[config.mk]
export PLATFORM = sky130hd
export DESIGN_NAME = counter_input_ctrl
export DESIGN_NICKNAME = d
export VERILOG_FILES = /design/src/rtl/counter_input_ctrl.sv
export SDC_FILE = /design/constraint.sdc
export NUM_CORES = 1
export LEC_CHECK = 0
export ABC_AREA = 1
export CAP_MARGIN = 20
export CORE_MARGIN = 5
export CORE_UTILIZATION = 28
export DETAILED_ROUTE_END_ITERATION = 8
export PLACE_DENSITY = 0.53
export SLEW_MARGIN = 20
export SYNTH_ARGS = -nofsm -noshare
export SYNTH_HDL_FRONTEND = slang
export SYNTH_SLANG_ARGS = --single-unit
[constraint.sdc]
create_clock -name clk -period 4.13 [get_ports clk]
set_input_delay 0.413 -clock clk [delete_from_list [all_inputs] [get_ports clk]]
set_output_delay 0.413 -clock clk [all_outputs]
set_load 0.01 [all_outputs]
[src/rtl/counter_input_ctrl.sv]
// counter_input_ctrl: syncs and debounces active-low keys key_start/key_dir/key_load plus sw (clk, active-low sync reset), driving start, ud, clamped startValue and one-cycle load_pulse
module counter_input_ctrl #(
  parameter int DEBOUNCE_CYCLES = 16,
  parameter int DB_W = 20,
  parameter int MAX_VAL = 99
) (
  input  logic       clk,
  input  logic       reset,
  input  logic       key_start,
  input  logic       key_dir,
  input  logic       key_load,
  input  logic [6:0] sw,
  output logic       start,
  output logic       ud,
  output logic [6:0] startValue,
  output logic       load_pulse
);
  localparam logic [DB_W-1:0] LAST = DB_W'(DEBOUNCE_CYCLES - 1);
  localparam logic [6:0] MAXV = 7'(MAX_VAL);
  logic [2:0] w_key;
  logic [6:0] w_clamp;
  logic [2:0] r_k1, r_k2, r_db, r_db_q, r_arm, r_press;
  logic [1:0] r_rdy;
  logic [6:0] r_sw1, r_sw2;
  logic [DB_W-1:0] r_cnt [3];
  assign w_key = {key_load, key_dir, key_start};
  assign w_clamp = r_sw2 > MAXV ? MAXV : r_sw2;
  always_ff @(posedge clk) begin
    if (!reset) begin
      r_k1 <= '1;
      r_k2 <= '1;
      r_db <= '1;
      r_db_q <= '1;
      r_arm <= '0;
      r_press <= '0;
      r_rdy <= '0;
      r_sw1 <= '0;
      r_sw2 <= '0;
      for (int i = 0; i < 3; i++) r_cnt[i] <= '0;
      start <= 1'b0;
      ud <= 1'b0;
      startValue <= '0;
      load_pulse <= 1'b0;
    end else begin
      r_k1 <= w_key;
      r_k2 <= r_k1;
      r_sw1 <= sw;
      r_sw2 <= r_sw1;
      r_db_q <= r_db;
      r_rdy <= {r_rdy[0], 1'b1};
      r_arm <= r_arm | ({3{r_rdy[1]}} & r_k2 & r_db);
      r_press <= r_db_q & ~r_db & r_arm;
      for (int i = 0; i < 3; i++)
        if (r_k2[i] == r_db[i]) r_cnt[i] <= '0;
        else if (r_cnt[i] == LAST) begin
          r_db[i] <= r_k2[i];
          r_cnt[i] <= '0;
        end else r_cnt[i] <= r_cnt[i] + 1'b1;
      load_pulse <= r_press[2];
      startValue <= r_press[2] ? w_clamp : startValue;
      start <= r_press[2] ? 1'b0 : start ^ r_press[0];
      ud <= ud ^ r_press[1];
    end
  end
endmodule

-- Yosys cells after proc, flatten, opt, wreduce, memory -nomap -nowiden
Memories as Yosys holds them, arrays and structs flattened.
Cells that the tools add are included.
- $lt $le $gt $ge: 1
- add/subtract/negate cells: 3
- reductions and logical operators: 4
- mux-type cells: 45
- eq/ne operators: 6
- bitwise logic cells: 21
- operators by type and width (cell ; number):
    2-to-1 mux 20 bit ; 9
    adder 20 x 1 -> 20 bit, second input constant ; 3
    equality test 20 x 4 -> 1 bit, second input constant ; 3
    2-to-1 mux 1 bit ; 35
    bitwise AND 3 bit ; 4
    OR 1 bit ; 9
    greater-than comparator 7 bit, second input constant ; 1
    2-to-1 mux 7 bit ; 1
    AND reduction 2 bit ; 3
    NOT 1 bit ; 4
    equality test 1 bit ; 3
    NOT 3 bit ; 1
    OR 3 bit ; 1
    OR reduction 2 bit ; 1
    XOR 1 bit ; 2
- bits in registers: 44
- memories: 1
- bits of input ports: 12
- bits in writable memories: 60
- memory list (name ; words ; bits a word ; rd ports ; clocked after Yosys merged registers in ; write ports ; RTL line ; RTL):
    r_cnt ; 3 ; 20 ; 3 ; 0 ; 3 ; 25 ; logic [DB_W-1:0] r_cnt [3];

-- Depth between registers and ports, before layout
An unclocked memory read counts as a cell.
- depth after elaboration: 8
- mapped depth: 8
- mapped depth without buffers: 8

-- Worst setup path before layout
OpenSTA, ideal clock, no wires.
- kind: flip-flop to flip-flop
- from: mem r_cnt[1][0]
- to: mem r_cnt[1][10], data pin
- setup slack: 2604 ps
- arrival: 1272 ps
- library setup time: 254 ps
- cell stages (with the launch flop): 8
- data required time: 3876 ps
- path buffers: 1
- cells stage by stage: edfxtp_1 > ha_1 > nand3_2 > nor2_2 > nand3_1 > nand2_2 > buf_6 > nor2_1
- RTL lines (item ; RTL line):
    from (decl) ; 25

==> key figures <==
Timing
  • Hold Slack: approximately 0.41 ns
  • Worst Skew: 0.00649 ns
  • Fin. max-slew vios: 0
  • Fin crit period: between 2 and 2.5 ns
  • Max_slew headroom: 54.7%
  • Final Hold Viols: 0
  • Fmax achieved: roughly 0.49 GHz
  • Crit share post-route: between 40% and 50%
  • Setup TNS: 0 ns
  • RSZ-0062 raised after global routing: false
  • Slew @ Worst Pin: about 0.68 ns
  • Endpoints failing setup: 0

Clocking
  • CTS resizes: 0
  • CTS Buf Count: 9
  • Clock slew at reported path FFs: about 0.080 ns
  • Post-CTS Hold Fix Bufs: 0
  • # H-tree levels: 3
  • CTS tree: yes
  • Post-CTS Setup Bufs: 0
  • CTS sink cnt: 104
  • Root buf cell: clkbuf_16
  • Skew-Pair Late Insertion Delay: roughly 0.35 ns
  • Max clock buf depth: 2

Min path
  • Hold Crit Class: reg -> reg
  • Worst Hold Launch: r_sw1[5]
  • Hold Path Sink: r_sw2[5]
  • Hold path depth: 2

Drt
  • 1st-pass router iterations: 4
  • # DRC: 0
  • Vias: about 3,800
  • Initial DRC count: around 190
  • Detailed Route WL: approximately 9.8 mm
  • Antenna Nets Post-Route: 0
  • DR WL/cell: ~11 microns
  • Via/cell ratio: about 4.1

Yosys
  • Synth Register Bits: roughly 100
  • Post-Syn Instances: a little over 600
  • Async SR Flop Fraction: 0%
  • Post-synth EDFFs: 60
  • Sequential share of the synthesized area: 52.8%
  • Ys flop type: edfxtp_1
  • Avg Synthesized Cell Area: ~8.2 sq um
  • Yosys cell types: 30
  • Mapped Area: 0.00508 sq mm
  • Yosys warnings: 0

Finish
  • Final Non-Filler Cells: approximately 930
  • Antenna Cells: 0
  • Area grow syn2layout: 19.3%
  • Multi-input gate area: 0.00227 sq mm
  • FF/Latch Area: roughly 0.0027 sq mm
  • Layout cells sized above 1: between 6 and 7%
  • Fillers: around 2,000
  • Nets: 714

Job
  • Max Cap Viol: 0

Floorplanning
  • IO Pins: 22
  • Rows: 49
  • Core area: approximately 0.018 sq mm
  • Total die area: between 0.02 and 0.025 sq mm
  • Initial Util: roughly 28%
  • Die Span Y: between 100 and 150 microns
  • Die Wd: 145 microns

Worst setup path
  • Crit path DAT: approximately 2.2 ns
  • Setup crit start: r_cnt[2][0]
  • CP Capture Type: register
  • CP Data Required Time: about 4.2 ns
  • Max Fanout on Critical Path: 20
  • Crit path buf inv count: 0
  • Setup Crit Path Kind: reg -> reg
  • Crit-path leading delay family: simple AND/OR/NAND/NOR gates
  • R2R depth: 6
  • Setup slack, reg-to-reg: between 2 and 2.5 ns
  • Crit Reg-Reg Endpoint: r_cnt[2][11]
  • Worst r2r src: r_cnt[2][0]
  • Cell Chain, Critical Path: ha_1 > nand3_2 > nor2_2 > nand3_1 > nand2_1 > nor2_1
  • Slowest CP cell: nand2_1
  • Startpoint types: register
  • CP max stage delay: ~0.52 ns

Global route
  • Initial antenna violation count: 0
  • First-pass GRT wire length: approximately 17 mm
  • Largest net degree at the start of global routing: 23
  • Vias in the first global route: around 3,500
  • Grt total ovfl: 0
  • Gr usage total: between 10 and 15%

Place
  • DPL Wire Length: roughly 7.5 mm
  • Quantity of I/O buffers inserted on ports: 21
  • Cells after DPL: just over 900
  • Routability cong.: slightly above 0.8

Power
  • Worst IR Drop VDD: about 0.00019 V
  • Total power: around 2.2 mW
  • P per Cell Area: between 300 and 400 mW/mm^2
  • LEAKAGE: around 2.3 nW

Status
  • Outcome: complete, no violations
## power breakdown
group          internal [mW]  leakage [nW]  switching [mW]
Sequential              1.13         0.980          0.0335
Combinational         0.0367          1.20          0.0580
Clock                  0.489         0.157           0.418
Total                   1.66          2.34           0.509
## cell usage in the layout (no fill, tap or decap), drive strengths merged
cell | synthesis | final
nand2 | 147 | 147
nor2 | 122 | 122
inv | 77 | 81
edfxtp | 60 | 60
conb | 1 | 60
nand3 | 45 | 45
dfxtp | 44 | 44
a21oi | 32 | 32
clkdlybuf4s50 | 0 | 21
xor2 | 17 | 17
o21ai | 16 | 16
or2 | 14 | 14
nand4 | 12 | 12
xnor2 | 10 | 10
clkbuf | 2 | 9
o22ai | 3 | 3
ha | 3 | 3
nor3 | 2 | 2
clkinv | 0 | 2
and2 | 1 | 1
a31oi | 1 | 1
bufinv | 0 | 1
buf | 7 | 1
## stage by stage
step	setup WS [ns]	utilization [%]	cell area [sq um]
after floorplan	2.60	-	5300
after global placement	1.73	32.1	5740
after detailed placement	1.67	32.1	5740
after CTS	1.99	33.9	6060
after global routing	1.79	33.9	6060
final	2.07	33.9	6060
## final cells by class
type                    count  share of cell area (%)
clock buffers               9                    3.72
well taps                 229                    4.73
inverters                  77                    4.77
flip-flops and latches    104                    44.3
multi-input cells         485                    37.4
repair buffers             22                    3.59
clock inverters             7                    1.57
## tightest hold or removal path, delay by kind of cell, from the launching register on
| kind | cells | cell delay [ns] |
|---|---|---|
| DFF | 1 | 0.31 |
| and+or+nand+nor | 1 | 0.04 |
| buffers and inverters | 1 | 0.04 |
## sequential cells by signal (all words and copies together) (netlist names), 7 cells and up
name	count
startValue	7
r_cnt	60
r_sw1	7
r_sw2	7
## cells by family after synthesis
kind of cell | after synthesis | synth area share (%)
AOI/OAI and AO/OA | 52 | 5.22
xor gates and xnor gates | 27 | 4.65
adders and majority gates | 3 | 0.739
buffers and inverters | 86 | 6.97
DFF | 104 | 52.8
other | 1 | 0.0738
and+or+nand+nor | 343 | 29.5
## metal layers
layer	vias to the layer above	track usage [%]	routed length [microns]
li1	2079	-	-
met4	0	3.63	167
met1	1698	13.3	4820
met5	-	0	0
met3	12	2.89	314
met2	40	15.9	4540
## worst max path at each step
stage                              end  cells after the start
after floorplan           r_cnt[1][10]                      7
after global placement    r_cnt[2][17]                      6
after detailed placement   r_cnt[2][9]                      6
after CTS                 r_cnt[2][11]                      6
after global routing      r_cnt[2][11]                      6
final                     r_cnt[2][11]                      6
## synth_stat cells, types with 3 or more instances
master	n	share of area, %
nand2_1	144	11
nor2_1	114	8.4
inv_1	77	5.7
edfxtp_1	60	35
dfxtp_1	44	17
nand3_1	37	3.6
a21oi_1	32	3.2
xor2_1	17	2.9
o21ai_0	15	1.5
nand4_1	12	1.5
or2_2	10	1.2
xnor2_1	10	1.7
nand3_2	8	1.6
nor2_2	5	0.62
or2_0	4	0.49
buf_6	3	0.66
ha_1	3	0.74
nor2_4	3	0.66
o22ai_1	3	0.37
No activity file was read; power rests on OpenSTA's default activity.
